<file path="config.mk">
export PLATFORM = sky130hd
export DESIGN_NAME = alu_rr_scheduler
export DESIGN_NICKNAME = d
export VERILOG_FILES = /design/src/rtl/alu_rr_scheduler.sv
export SDC_FILE = /design/constraint.sdc
export NUM_CORES = 1
export LEC_CHECK = 0
export ABC_AREA = 1
export CELL_PAD_IN_SITES_DETAIL_PLACEMENT = 1
export CELL_PAD_IN_SITES_GLOBAL_PLACEMENT = 2
export CORE_AREA = 2 2 615 617
export CTS_BUF_LIST = sky130_fd_sc_hd__clkbuf_8
export DETAILED_ROUTE_END_ITERATION = 10
export DIE_AREA = 0 0 617 619
export PLACE_DENSITY = 0.38
export SYNTH_ARGS = -nofsm -noshare
export SYNTH_HDL_FRONTEND = slang
export SYNTH_SLANG_ARGS = --single-unit
</file>
<file path="constraint.sdc">
create_clock -name clk -period 3.24 [get_ports clk]
set_input_delay 0.972 -clock clk [delete_from_list [all_inputs] [get_ports clk]]
set_output_delay 0.972 -clock clk [all_outputs]
set_load 0.05 [all_outputs]
</file>
<file path="src/rtl/alu_rr_scheduler.sv">
// rtl/alu_rr_scheduler.sv - round-robin scheduler sharing one external ALU between NUM_REQ requesters.
// Optional macro ALU_RR_SCHED_ERR_EN adds rsp_err (opcode > 8 or divide by zero) and zeroes the result on error.
module alu_rr_scheduler #(
  parameter int WIDTH   = 128,
  parameter int NUM_REQ = 4,
  parameter int ID_W    = 2
) (
  input  logic                       clk,
  input  logic                       rst_n,
  input  logic [NUM_REQ-1:0]         req_valid,
  output logic [NUM_REQ-1:0]         req_ready,
  input  logic [NUM_REQ*4-1:0]       req_opcode,
  input  logic [NUM_REQ*WIDTH-1:0]   req_a,
  input  logic [NUM_REQ*WIDTH-1:0]   req_b,
  output logic [3:0]                 alu_opcode,
  output logic [WIDTH-1:0]           alu_input1,
  output logic [WIDTH-1:0]           alu_input2,
  input  logic [WIDTH-1:0]           alu_result,
  input  logic [3:0]                 alu_flags,
  output logic                       rsp_valid,
  input  logic                       rsp_ready,
  output logic [ID_W-1:0]            rsp_id,
  output logic [WIDTH-1:0]           rsp_result,
  output logic [3:0]                 rsp_flags,
`ifdef ALU_RR_SCHED_ERR_EN
  output logic                       rsp_err,
`endif
  output logic                       busy
);

  typedef enum logic [1:0] {IDLE, EXEC, RESP} state_t;

  state_t            state;
  state_t            state_next;
  logic [ID_W-1:0]   last_grant;
  logic              upper_found;
  logic              lower_found;
  logic [ID_W-1:0]   upper_id;
  logic [ID_W-1:0]   lower_id;
  logic              grant_found;
  logic [ID_W-1:0]   grant_id;
  logic [3:0]        sel_opcode;
  logic [WIDTH-1:0]  sel_a;
  logic [WIDTH-1:0]  sel_b;
  logic              op_err;

  // Rotating priority: lowest valid index above last_grant wins, else lowest valid overall.
  always_comb begin
    upper_found = 1'b0;
    upper_id    = '0;
    lower_found = 1'b0;
    lower_id    = '0;
    for (int i = NUM_REQ - 1; i >= 0; i--) begin
      if (req_valid[i]) begin
        if (i > int'(last_grant)) begin
          upper_found = 1'b1;
          upper_id    = ID_W'(i);
        end else begin
          lower_found = 1'b1;
          lower_id    = ID_W'(i);
        end
      end
    end
    grant_found = upper_found | lower_found;
    grant_id    = upper_found ? upper_id : lower_id;
  end

  always_comb begin
    sel_opcode = '0;
    sel_a      = '0;
    sel_b      = '0;
    for (int i = 0; i < NUM_REQ; i++) begin
      if (grant_id == ID_W'(i)) begin
        sel_opcode = req_opcode[4*i +: 4];
        sel_a      = req_a[WIDTH*i +: WIDTH];
        sel_b      = req_b[WIDTH*i +: WIDTH];
      end
    end
  end

`ifdef ALU_RR_SCHED_ERR_EN
  assign op_err = (alu_opcode > 4'd8) || ((alu_opcode == 4'd6) && (alu_input2 == '0));
`else
  assign op_err = 1'b0;
`endif

  always_ff @(posedge clk or negedge rst_n) begin
    if (!rst_n) begin
      state <= IDLE;
    end else begin
      state <= state_next;
    end
  end

  // req_ready is gated by rst_n so it stays low while reset is held.
  always_comb begin
    state_next = state;
    req_ready  = '0;
    case (state)
      IDLE: begin
        if (grant_found) begin
          state_next = EXEC;
          for (int i = 0; i < NUM_REQ; i++) begin
            req_ready[i] = rst_n && (grant_id == ID_W'(i));
          end
        end
      end
      EXEC: state_next = RESP;
      RESP: begin
        if (rsp_ready) begin
          state_next = IDLE;
        end
      end
      default: state_next = IDLE;
    endcase
  end

  always_ff @(posedge clk or negedge rst_n) begin
    if (!rst_n) begin
      last_grant <= ID_W'(NUM_REQ - 1);
      alu_opcode <= '0;
      alu_input1 <= '0;
      alu_input2 <= '0;
      rsp_id     <= '0;
      rsp_result <= '0;
      rsp_flags  <= '0;
`ifdef ALU_RR_SCHED_ERR_EN
      rsp_err    <= 1'b0;
`endif
    end else begin
      case (state)
        IDLE: begin
          if (grant_found) begin
            alu_opcode <= sel_opcode;
            alu_input1 <= sel_a;
            alu_input2 <= sel_b;
            rsp_id     <= grant_id;
          end
        end
        EXEC: begin
          rsp_result <= op_err ? '0 : alu_result;
          rsp_flags  <= alu_flags;
`ifdef ALU_RR_SCHED_ERR_EN
          rsp_err    <= op_err;
`endif
        end
        RESP: begin
          if (rsp_ready) begin
            last_grant <= rsp_id;
          end
        end
        default: ;
      endcase
    end
  end

  assign rsp_valid = (state == RESP);
  assign busy      = (state != IDLE);

endmodule

</file>
==> results.cfg <==
[logic_synthesis]
synth-edff-count = 0
synthTopCellsByArea = dfrtp_1 43%, nand2_1 17%, nand3_1 14%
netlist_area_sq_um = 23250
synth_area_per_cell_sq_um = 7.201
synth_top_area_cell = dfrtp_1
yosysSeqAreaShare = 0.4284
synth_cell_types = 28
ys_seq_elements = 398
ys.flop_type = dfrtp_1
syn_nets = 4408
async_flop_share = 1.000
syn_inst = 3229
synth_top_cell_area_share = 0.4262
yosysWarnings = 0

[sta]
setup_slack_ns = -0.4317
fmax_mhz = 272.4
worst_slew_pin_slew_ns = 0.8626
period_needed_ns = 3.672
hold-worst-slack_ns = 0.1762
rsz0062_at_grt = yes
final-setup-viol-count = 4
setup-tns-final_ns = -1.537
finalCritPeriodShare = 1.133
hold_viol_final = 0
finClkSkew_ns = 0.1610
slew_headroom = 0.4272
finalMaxSlewViolations = 0

[power]
ir_worst_vdd_mv = 0.4126
power.share.sequential = 0.187
p_leak_nw = 20.31
clkPwrFrac = 0.137
p_sw_frac = 0.5798
power_switching_mw = 29.78
pwr-share-comb = 0.676
powerDensity_nw_per_um2 = 1053
p_int_mw = 21.58
finalPower_mw = 51.37

[setup_path]
crit_fanout = 4
crit_end = req_ready[3]
cp_data_arrival_time_ns = 2.70
cp_data_required_time_ns = 2.27
rr_worst_depth = 13
start_kind = primary input
critPathCaptureType = output port
r2r-start = last_grant[1]$_DFFE_PN1P_
r2r_slack_ns = 0.47
crit_type = primary input to output port
crit_path_start = req_valid[2]
rr_endpoint = alu_input1[102]$_DFFE_PN0P_

[min_path]
holdCritPathClass = primary input to async pin

[clock_network]
htree_levels = 3
cts_tree = yes
clkLatencyLatePin_ns = 0.97
clk_pin_slew_ns = 0.05
cts.path.max_buffers = 4
cts_root_buf = clkbuf_8
cts_sinks = 398
cts_made_buffers = 111

[final_layout]
utilization = 0.1302
final_area_sq_um = 48790
nNetsFinal = 6073
multi_input_area_sq_um = 11800
final-seq-area_sq_um = 9962
area_growth_syn_to_layout_pct = 109.8
final_cell_mix = 1229 x clkdlybuf4s50_1, 1036 x nand2_1, 639 x nand3_1
fill_cells = 44330
fin_cells = 10030
final_common_cell = clkdlybuf4s50_1
drive_above_1_share = 0.1331

[routing]
wire_per_inst_microns = 29.84
drcViolationCount = 0
routed_wl_microns = 299200
vias = 31160
first_iter_violations = 1513
firstDrtPassIters = 5
vias_per_cell = 3.108
drtAntennaViolNets = 0

[placement]
gp_congestion = 0.8751
placed_cell_area_sq_um = 46710
place_hpwl_microns = 255600
placed_cells = 9767
dp_worst_setup_slack_ns = -0.5566
portBuffers = 1578

[grt]
grt_overflow = 0
antenna_found_initial = 274
grt_max_degree = 85
grt_pass1_wl_microns = 375400
grt_pass1_vias = 33300
track_usage = 0.1512

[status]
status = complete, but fails checks
violations = negative setup slack

[floorplan]
die_area_sq_um = 381900
core_area_sq_um = 374700
die_x_microns = 617
start_util = 0.06206
die_y_microns = 619
ios = 1579
row_count = 225

[flow_run]
max_cap_violations = 0
[worst min-delay path by stage]
stage / cells after the start / startpoint / slack, ns / endpoint
4_1_cts: 2 / rst_n / 0.02 / alu_input2[28]$_DFFE_PN0P_
3_5_place_dp: 2 / alu_opcode[1]$_DFFE_PN0P_ / 0.47 / alu_opcode[1]$_DFFE_PN0P_
2_1_floorplan: 2 / state[1]$_DFFE_PN0P_ / 0.46 / state[1]$_DFFE_PN0P_
6_report: 2 / rst_n / 0.18 / alu_input1[116]$_DFFE_PN0P_
5_1_grt: 2 / rst_n / 0.09 / alu_input2[26]$_DFFE_PN0P_
3_3_place_gp: 2 / alu_input1[43]$_DFFE_PN0P_ / 0.46 / alu_input1[43]$_DFFE_PN0P_
[worst max-delay path, cell delays in order]
cell	delay, ns
clkdlybuf4s50_1	0.53
nand2_2	0.10
nand4_1	0.21
inv_2	0.09
a21oi_4	0.23
nand2_8	0.13
nor2_4	0.15
buf_12	0.13
buf_16	0.15
[kinds of logic after synthesis]
kind of cell	Yosys count	synth area share
AOI/OAI and AO/OA	151	0.03331
buffers and inverters	402	0.07103
DFF	398	0.4284
muxes	132	0.06393
and+or+nand+nor	2146	0.4033
[power groups by stage]
stage	clock network (mW)	logic, mW	registers, mW
6_report	7.05	34.7	9.59
4_1_cts	7.62	36.0	9.61
3_5_place_dp	0	36.9	9.70
3_3_place_gp	0	37.0	9.69
5_1_grt	7.71	37.3	9.94
2_1_floorplan	0	10.1	17.5
[cell usage after synthesis (all sizes together) (48+ instances only)]
library cell / number
nand2: 1049
nand4: 52
clkbuf: 132
nor2: 282
o21ai: 144
buf: 114
or2: 72
dfrtp: 396
nand3: 640
nand3b: 48
inv: 156
mux2: 132
[cell type report]
class                   count  share of cell area
diodes                     66            0.003385
clock buffers             135             0.03809
clock inverters            50            0.004334
inverters                 156             0.01231
multi-input cells        2429              0.2418
flip-flops and latches    398              0.2042
well taps                4994              0.1281
repair buffers           1798              0.3678
[timing repair]
action / in CTS / in global routing
pin swaps: 7 / 7
hold endpoints to repair: 23 / 0
buffers inserted: 6 / 2
gates resized for setup: 321 / 10
hold buffers: 1 / 0
setup endpoints to repair: 274 / 4
[sequential cells by signal (all words and copies together) (netlist names)]
| name | flops |
|---|---|
| rsp_flags | 4 |
| alu_opcode | 4 |
| alu_input2 | 128 |
| state | 2 |
| last_grant | 2 |
| alu_input1 | 128 |
| rsp_id | 2 |
| rsp_result | 128 |
[layer usage]
metal  part of all wire  vias to the layer above  global-route usage
met5             0.0019                        -                   0
met4              0.028                       92             0.03237
met3              0.080                      558             0.05093
met2               0.51                     1314              0.2738
met1               0.38                    15270              0.1701
li1                   -                    13920                   -
No activity file was read; power rests on OpenSTA's default activity.
